--- src/rtl/be_dispatch_queue_if.sv ---
// Decoded-instruction stream, issue handshake and branch-recovery signals
// between the front end, the dispatch queue and execute/issue.
interface be_dispatch_queue_if #(
    parameter int ELS_P      = 4,
    parameter int WIDTH_P    = 32,
    parameter int PC_WIDTH_P = 32
);
    localparam int CNT_W = $clog2(ELS_P) + 1;

    // Front-end instruction stream
    logic                  v_i;
    logic [WIDTH_P-1:0]    data_i;
    logic                  ready_o;

    // Issue side
    logic                  deq_v_o;
    logic [WIDTH_P-1:0]    deq_data_o;
    logic                  deq_yumi_i;

    // Branch resolution from execute
    logic                  br_v_i;
    logic [PC_WIDTH_P-1:0] br_predicted_pc_i;
    logic [PC_WIDTH_P-1:0] br_actual_pc_i;

    // Recovery toward the front end and status
    logic                  mis_predict_o;
    logic [PC_WIDTH_P-1:0] branch_mis_target_o;
    logic [CNT_W-1:0]      count_o;
    logic [15:0]           mispredict_cnt_o;

    // Queue side
    modport slave (
        input  v_i, data_i, deq_yumi_i, br_v_i, br_predicted_pc_i, br_actual_pc_i,
        output ready_o, deq_v_o, deq_data_o, mis_predict_o, branch_mis_target_o,
               count_o, mispredict_cnt_o
    );

    // Front end / execute / issue side
    modport master (
        output v_i, data_i, deq_yumi_i, br_v_i, br_predicted_pc_i, br_actual_pc_i,
        input  ready_o, deq_v_o, deq_data_o, mis_predict_o, branch_mis_target_o,
               count_o, mispredict_cnt_o
    );
endinterface

--- src/rtl/be_dispatch_queue.sv ---
// Back-end dispatch queue: buffers decoded instructions from the front end,
// hands them to issue with valid/yumi, and raises a one-cycle redirect pulse
// (squashing all buffered work) when execute resolves a mispredicted branch.
module be_dispatch_queue #(
    parameter int ELS_P      = 4,
    parameter int WIDTH_P    = 32,
    parameter int PC_WIDTH_P = 32
) (
    input  logic               clk_i,
    input  logic               reset_i,
    be_dispatch_queue_if.slave bus
);
    localparam int PTR_W = $clog2(ELS_P);
    localparam int CNT_W = PTR_W + 1;
    localparam logic [CNT_W-1:0] FULL_CNT = CNT_W'(ELS_P);

    typedef enum logic {
        S_RUN   = 1'b0,
        S_FLUSH = 1'b1
    } state_t;

    state_t                state_reg;
    logic [PTR_W-1:0]      rd_ptr_reg;
    logic [PTR_W-1:0]      wr_ptr_reg;
    logic [CNT_W-1:0]      count_reg;
    logic                  mis_predict_reg;
    logic [PC_WIDTH_P-1:0] target_reg;
    logic [15:0]           mispredict_cnt_reg;

    logic [WIDTH_P-1:0]    entries [ELS_P];

    logic running;
    logic mismatch;
    logic ready;
    logic deq_v;
    logic enq;
    logic deq;

    assign running  = (state_reg == S_RUN);
    assign mismatch = bus.br_v_i & (bus.br_predicted_pc_i != bus.br_actual_pc_i) & running;

    // ready only looks at occupancy and yumi, so a full queue can still take
    // an entry in the same cycle one leaves; v_i never feeds back into it.
    assign ready = running & ((count_reg < FULL_CNT) | bus.deq_yumi_i);

    // Everything buffered is younger than a resolving branch, so the head is
    // hidden from issue in the cycle a mismatch is detected.
    assign deq_v = running & ~mismatch & (count_reg != '0);

    assign enq = bus.v_i & ready & ~mismatch;
    assign deq = bus.deq_yumi_i & deq_v;

    // One storage slot per entry; written only when the write pointer selects it.
    generate
        for (genvar gi = 0; gi < ELS_P; gi++) begin : g_entry
            logic [WIDTH_P-1:0] entry_reg;

            // Capture incoming instruction into this slot
            always_ff @(posedge clk_i or posedge reset_i) begin
                if (reset_i) begin
                    entry_reg <= '0;
                end else if (enq && (wr_ptr_reg == PTR_W'(gi))) begin
                    entry_reg <= bus.data_i;
                end
            end

            assign entries[gi] = entry_reg;
        end
    endgenerate

    // Recovery FSM plus pointer/occupancy bookkeeping and registered recovery outputs
    always_ff @(posedge clk_i or posedge reset_i) begin
        if (reset_i) begin
            state_reg          <= S_RUN;
            rd_ptr_reg         <= '0;
            wr_ptr_reg         <= '0;
            count_reg          <= '0;
            mis_predict_reg    <= 1'b0;
            target_reg         <= '0;
            mispredict_cnt_reg <= '0;
        end else begin
            case (state_reg)
                S_RUN: begin
                    if (mismatch) begin
                        state_reg       <= S_FLUSH;
                        rd_ptr_reg      <= '0;
                        wr_ptr_reg      <= '0;
                        count_reg       <= '0;
                        mis_predict_reg <= 1'b1;
                        target_reg      <= bus.br_actual_pc_i;
                        if (mispredict_cnt_reg != 16'hFFFF) begin
                            mispredict_cnt_reg <= mispredict_cnt_reg + 16'd1;
                        end
                    end else begin
                        mis_predict_reg <= 1'b0;
                        if (enq) begin
                            wr_ptr_reg <= wr_ptr_reg + PTR_W'(1);
                        end
                        if (deq) begin
                            rd_ptr_reg <= rd_ptr_reg + PTR_W'(1);
                        end
                        case ({enq, deq})
                            2'b10:   count_reg <= count_reg + CNT_W'(1);
                            2'b01:   count_reg <= count_reg - CNT_W'(1);
                            default: count_reg <= count_reg;
                        endcase
                    end
                end
                S_FLUSH: begin
                    // All inputs ignored here; execute squashes its own younger work.
                    state_reg       <= S_RUN;
                    mis_predict_reg <= 1'b0;
                end
                default: begin
                    state_reg       <= S_RUN;
                    mis_predict_reg <= 1'b0;
                end
            endcase
        end
    end

    assign bus.ready_o             = ready;
    assign bus.deq_v_o             = deq_v;
    assign bus.deq_data_o          = entries[rd_ptr_reg];
    assign bus.mis_predict_o       = mis_predict_reg;
    assign bus.branch_mis_target_o = target_reg;
    assign bus.count_o             = count_reg;
    assign bus.mispredict_cnt_o    = mispredict_cnt_reg;
endmodule
--- src/flat_wrapper.sv ---
// flat-port wrapper written by rule: the top's interface ports become plain ports
module be_dispatch_queue_flat 
#(
    parameter int ELS_P      = 4,
    parameter int WIDTH_P    = 32,
    parameter int PC_WIDTH_P = 32
)
  (clk_i, reset_i, bus_v_i, bus_data_i, bus_deq_yumi_i, bus_br_v_i, bus_br_predicted_pc_i, bus_br_actual_pc_i, bus_ready_o, bus_deq_v_o, bus_deq_data_o, bus_mis_predict_o, bus_branch_mis_target_o, bus_count_o, bus_mispredict_cnt_o);
  be_dispatch_queue_if #(.ELS_P(ELS_P), .WIDTH_P(WIDTH_P), .PC_WIDTH_P(PC_WIDTH_P)) bus_i ();
  input  logic clk_i;
  input  logic reset_i;
  input wire logic [$bits(bus_i.v_i)-1:0] bus_v_i;
  input wire logic [$bits(bus_i.data_i)-1:0] bus_data_i;
  input wire logic [$bits(bus_i.deq_yumi_i)-1:0] bus_deq_yumi_i;
  input wire logic [$bits(bus_i.br_v_i)-1:0] bus_br_v_i;
  input wire logic [$bits(bus_i.br_predicted_pc_i)-1:0] bus_br_predicted_pc_i;
  input wire logic [$bits(bus_i.br_actual_pc_i)-1:0] bus_br_actual_pc_i;
  output wire logic [$bits(bus_i.ready_o)-1:0] bus_ready_o;
  output wire logic [$bits(bus_i.deq_v_o)-1:0] bus_deq_v_o;
  output wire logic [$bits(bus_i.deq_data_o)-1:0] bus_deq_data_o;
  output wire logic [$bits(bus_i.mis_predict_o)-1:0] bus_mis_predict_o;
  output wire logic [$bits(bus_i.branch_mis_target_o)-1:0] bus_branch_mis_target_o;
  output wire logic [$bits(bus_i.count_o)-1:0] bus_count_o;
  output wire logic [$bits(bus_i.mispredict_cnt_o)-1:0] bus_mispredict_cnt_o;
  assign bus_i.v_i = bus_v_i;
  assign bus_i.data_i = bus_data_i;
  assign bus_i.deq_yumi_i = bus_deq_yumi_i;
  assign bus_i.br_v_i = bus_br_v_i;
  assign bus_i.br_predicted_pc_i = bus_br_predicted_pc_i;
  assign bus_i.br_actual_pc_i = bus_br_actual_pc_i;
  assign bus_ready_o = bus_i.ready_o;
  assign bus_deq_v_o = bus_i.deq_v_o;
  assign bus_deq_data_o = bus_i.deq_data_o;
  assign bus_mis_predict_o = bus_i.mis_predict_o;
  assign bus_branch_mis_target_o = bus_i.branch_mis_target_o;
  assign bus_count_o = bus_i.count_o;
  assign bus_mispredict_cnt_o = bus_i.mispredict_cnt_o;
  be_dispatch_queue #(.ELS_P(ELS_P), .WIDTH_P(WIDTH_P), .PC_WIDTH_P(PC_WIDTH_P)) u_core (.clk_i(clk_i), .reset_i(reset_i), .bus(bus_i));
endmodule
--- config.mk ---
export PLATFORM = sky130hd
export DESIGN_NAME = be_dispatch_queue_flat
export DESIGN_NICKNAME = d
export VERILOG_FILES = /design/src/rtl/be_dispatch_queue_if.sv /design/src/rtl/be_dispatch_queue.sv /design/src/flat_wrapper.sv
export SDC_FILE = /design/constraint.sdc
export NUM_CORES = 1
export LEC_CHECK = 0
export ABC_CLOCK_PERIOD_IN_PS = 14500
export CAP_MARGIN = 20
export CORE_MARGIN = 8
export CORE_UTILIZATION = 50
export CTS_BUF_LIST = sky130_fd_sc_hd__clkbuf_16
export DETAILED_ROUTE_END_ITERATION = 16
export GPL_TIMING_DRIVEN = 0
export PLACE_DENSITY_LB_ADDON = 0.08
export SLEW_MARGIN = 20
export SYNTH_ARGS = -nofsm -noshare
export SYNTH_HDL_FRONTEND = slang
export SYNTH_SLANG_ARGS = --single-unit
--- constraint.sdc ---
create_clock -name clk_i -period 14.5 [get_ports clk_i]
set_input_delay 1.45 -clock clk_i [delete_from_list [all_inputs] [get_ports clk_i]]
set_output_delay 1.45 -clock clk_i [all_outputs]
set_load 0.03 [all_outputs]
## Yosys cells after proc, flatten, opt, wreduce, memory -nomap -nowiden

Index checks and enable logic that the tools add are counted.
Widths: inputs -> output; s select.

- $add $sub $neg: 5
- $lt $le $gt $ge: 2
- Eq/ne operators: 7
- Mux-type cells: 11
- Bitwise logic cells: 12
- Reduce and logical (&&, ||, !) cells: 14

Operators by type and width:

| cell | count |
|---|---|
| $bmux 32 s2 | 1 |
| $mux 32 | 2 |
| $ne 32x32->1 | 1 |
| $add 16x1->16 const B | 1 |
| $ne 16x16->1 const B | 1 |
| $and 1x1->1 | 8 |
| $mux 2 | 4 |
| $reduce_and 2->1 | 4 |
| $eq 2x2->1 const B | 3 |
| $pmux 3 s2 | 1 |
| $reduce_bool 3->1 | 2 |
| $add 2x1->2 const B | 2 |
| $eq 2x1->1 const B | 2 |
| $logic_and 1x1->1 | 4 |
| $reduce_bool 2->1 | 2 |
| $add 3x1->3 const B | 1 |
| $ge 3x3->1 const B | 1 |
| $lt 3x3->1 const B | 1 |
| $mux 3 | 1 |
| $not 2->3 | 1 |
| $reduce_and 3->1 | 1 |
| $sub 3x1->3 const B | 1 |
| $logic_not 2->1 | 1 |
| $not 1->1 | 2 |
| other kinds (3) | 3 |

- Flip-flop bits (word level): 184
- Word-level logic and storage cells: 61

## Logic depth before layout (Yosys ltp)

- Depth in word-level cells: 10
- Gate-level depth with buffers: 14

## Least setup slack after synthesis

No wires, ideal clock.

- Path type: input-to-output
- Start point: input bus_br_actual_pc_i[24]
- End point: output bus_deq_v_o
- Arrival: 3.381 ns
- Data required time: 13.050 ns
- Slack: 9.669 ns
- Stages: 7
- Buffers on the path: 1
- Path through: xor2_1 nor4_1 nand4_2 or2_2 buf_2 and2_1 nor3_1

- Word-level cells in the longest chain between the ends: 6

RTL lines:

| what | line | RTL |
|---|---|---|
| from (decl) | flat_wrapper.sv:17 | `input wire logic [$bits(bus_i.br_actual_pc_i)-1:0] bus_br_actual_pc_i;` |
| $ne 32x32->1 | be_dispatch_queue.sv:40 | `assign mismatch = bus.br_v_i & (bus.br_predicted_pc_i != bus.br_actual_pc_i) & running;` |
| $and 1x1->1 (2 in series) | be_dispatch_queue.sv:40 |  |
| $not 1->1 | be_dispatch_queue.sv:48 | `assign deq_v = running & ~mismatch & (count_reg != '0);` |
| $and 1x1->1 (2 in series) | be_dispatch_queue.sv:48 |  |
| to (decl) | flat_wrapper.sv:19 | `output wire logic [$bits(bus_i.deq_v_o)-1:0] bus_deq_v_o;` |

Every way passes these cells.

## Worst setup path after layout

- Start point: input bus_br_actual_pc_i[3]
- End point: output bus_deq_v_o

The elaborated chain is that of the path after synthesis.

==> metrics.yaml <==
worst_slew_pin_slew_ns: 0.9031
fin_skew_ns: 0.009874
setup_viol: 0
cts_root_buf: "clkbuf_16"
syn_avg_cell_area_um2: 16.36
diodes: 0
synthArstFlopShare_pct: 100.0
startpoint_type: "primary input"
routed_wl_um: 20850
stdcell_area_mm2: 0.01168
drt_iter0_drc: 208
fmax_mhz: 170.8
maxCapViolations: 0
synthTopCellsByCount: "dfrtp_1, mux2_4, mux2_2, xor2_1, mux4_2"
synth_top_family_by_area: "multiplexers"
finalCriticalPeriod_ns: 5.854
synthSimpleGateAreaFrac_pct: 4.173
vias: 5271
p_leak_nw: 5.038
seq_area_mm2: 0.004604
nets: 862
yosysSeqAreaShare_pct: 51.36
postCtsResizedCells: 0
slew_headroom_pct: 39.80
gp_congestion: 0.7905
power_density_mw_per_mm2: 160.8
die_height_um: 149.9
netlist_instances: 548
grt_pass1_vias: 6270
synth.area.top_cells: "dfrtp_1, mux2_4, mux4_2, mux2_2, xor2_1"
drc: 0
via_per_inst: 5.297
largest_reg_flops: 128
synth_edf_count: 0
cts_buffers: 17
row_count: 49
drive_gt1_share_pct: 32.51
cts-htree-levels: 4
yosysMostFrequentCell: "dfrtp_1"
start_util_pct: 50.42
hold_path.class: "flip-flop to flip-flop"
grt_overflow: 0
synthAdderAreaFrac_pct: 1.061
pin_count: 187
fill_cells: 1295
muxShareOfSynthArea_pct: 33.29
fin_setup_tns_ns: 0
slew_violations: 0
worstSetupPathType: "primary input to primary output"
port_buffers: 186
drt_pass1_iterations: 4
path_max_fanout: 8
crit_path_end_kind: "primary output"
arrival_ns: 4.40
synth_top_area_share_pct: 51.36
syn_nets: 656
antenna_left: 0
cts_buffer_depth: 2
required_ns: 13.05
status: "completed"
synth_flop_cell: "dfrtp_1"
fin_crit_sh_pct: 40.37
grt_pass1_wl_um: 34130
syn_to_final_growth_pct: 30.33
postCtsHoldBufs: 0
cts_tree: "done"
core_area_mm2: 0.01778
clk_latency_ns: 0.42
yosys_warnings: 0
synth_compound_area_share_pct: 0.5862
multi_input_comb_area_mm2: 0.003961
cts_setup_buffers: 0
dp_hpwl_um: 15100
dieArea_mm2: 0.02247
fp.dieW_um: 149.9
synth_xor_area_share_pct: 5.080
synth_cell_types: 38
hold_viol_final: 0
ys_ff_latch: 184
grt_max_degree: 112
globalRouteTotalUtil_pct: 19.47
syn_area_mm2: 0.008965
antenna_found_initial: 0
clk_pin_slew_ns: 0.06
clock_sinks: 184
rsz0062_at_grt: "no"
dpl_cell_area_mm2: 0.01115
wire_per_inst_um: 20.95
irDropWorstVdd_mv: 0.09561
yosysTopAreaCell: "dfrtp_1"
## critical path, cell delays in order
cell             delay, ns
clkdlybuf4s50_1       0.45
xor2_1                0.20
nor4_1                0.38
nand4_1               0.30
or2_2                 0.36
buf_2                 0.17
and2_1                0.19
nor3_1                0.17
clkdlybuf4s50_1       0.73
## area by class of cell
type,instances,area share (%)
Sequential cell,184,39.41
Multi-Input combinational cell,325,33.90
Timing Repair Buffer,187,16.17
Clock buffer,17,3.641
Buffer,29,3.095
Tap cell,229,2.452
Clock inverter,14,0.9424
Inverter,10,0.3855
## power breakdown
part	switching (mW)	internal (mW)	leakage, nW
logic	0.314	0.396	2.48
registers	0.0868	0.653	2.31
clock network	0.195	0.233	0.251
total	0.596	1.28	5.04
## metal layers
layer	track usage, %	vias to the layer above	routed length [um]
li1	-	2378	-
met1	23.59	2716	8809
met2	31.67	157	10180
met3	7.378	20	1622
met4	6.047	0	239
met5	0	-	0
## per-stage QoR
stage | power [mW] | setup slack, ns | cells | hold slack (ns) | utilization (%)
6_report | 1.879 | 8.646 | 995 | 0.5031 | 65.71
5_1_grt | 1.968 | 8.452 | 995 | 0.5186 | 65.71
4_1_cts | 1.900 | 8.572 | 995 | 0.5067 | 65.71
3_5_place_dp | 1.462 | 8.597 | 964 | 0.4900 | 62.70
3_3_place_gp | 1.438 | 5.954 | 963 | 0.4837 | 62.51
2_1_floorplan | 1.205 | 8.050 | 548 | 0.4694 | -
## cells by family after synthesis
family | Yosys count
AO/OA/AOI/OAI | 7
XOR/XNOR | 52
adder cells (fa/ha/maj) | 7
buffers and inverters | 39
flip-flops | 184
multiplexers | 193
AND/OR/NAND/NOR | 66
## path summary, 6_finish.rpt
| kind | end | depth (start not counted) | slack (ns) | start |
|---|---|---|---|---|
| worst max-delay path | bus_deq_v_o | 9 | 8.65 | bus_br_actual_pc_i[3] |
| worst min-delay path | u_core.bus.branch_mis_target_o[2] | 1 | 0.50 | u_core.bus.branch_mis_target_o[2] |
| worst max register to register | u_core.bus.mispredict_cnt_o[11] | 6 | 12.21 | u_core.bus.mispredict_cnt_o[0] |
| worst min register to register | u_core.bus.branch_mis_target_o[2] | 1 | 0.50 | u_core.bus.branch_mis_target_o[2] |
| max in group asynchronous | u_core.g_entry[3].entry_reg[0] | 3 | 12.09 | reset_i |
| min in group asynchronous | u_core.bus.mispredict_cnt_o[8] | 2 | 1.48 | reset_i |
## placed cells by master (no fill, tap or decap), types with 3 or more instances in the layout
cell type / n
nor4_1: 8
ha_1: 6
xnor2_1: 11
mux4_2: 32
nor2_1: 11
dfrtp_1: 184
and3_1: 9
clkbuf_16: 17
nand2_1: 7
nor3_1: 6
buf_2: 3
mux2_2: 41
nand4_1: 9
clkinvlp_4: 5
buf_6: 7
clkinv_1: 3
clkdlybuf4s50_1: 186
xor2_1: 41
buf_1: 4
buf_12: 12
inv_1: 10
mux2_4: 120
nand3_1: 4
No activity file was read; power rests on OpenSTA's default activity.
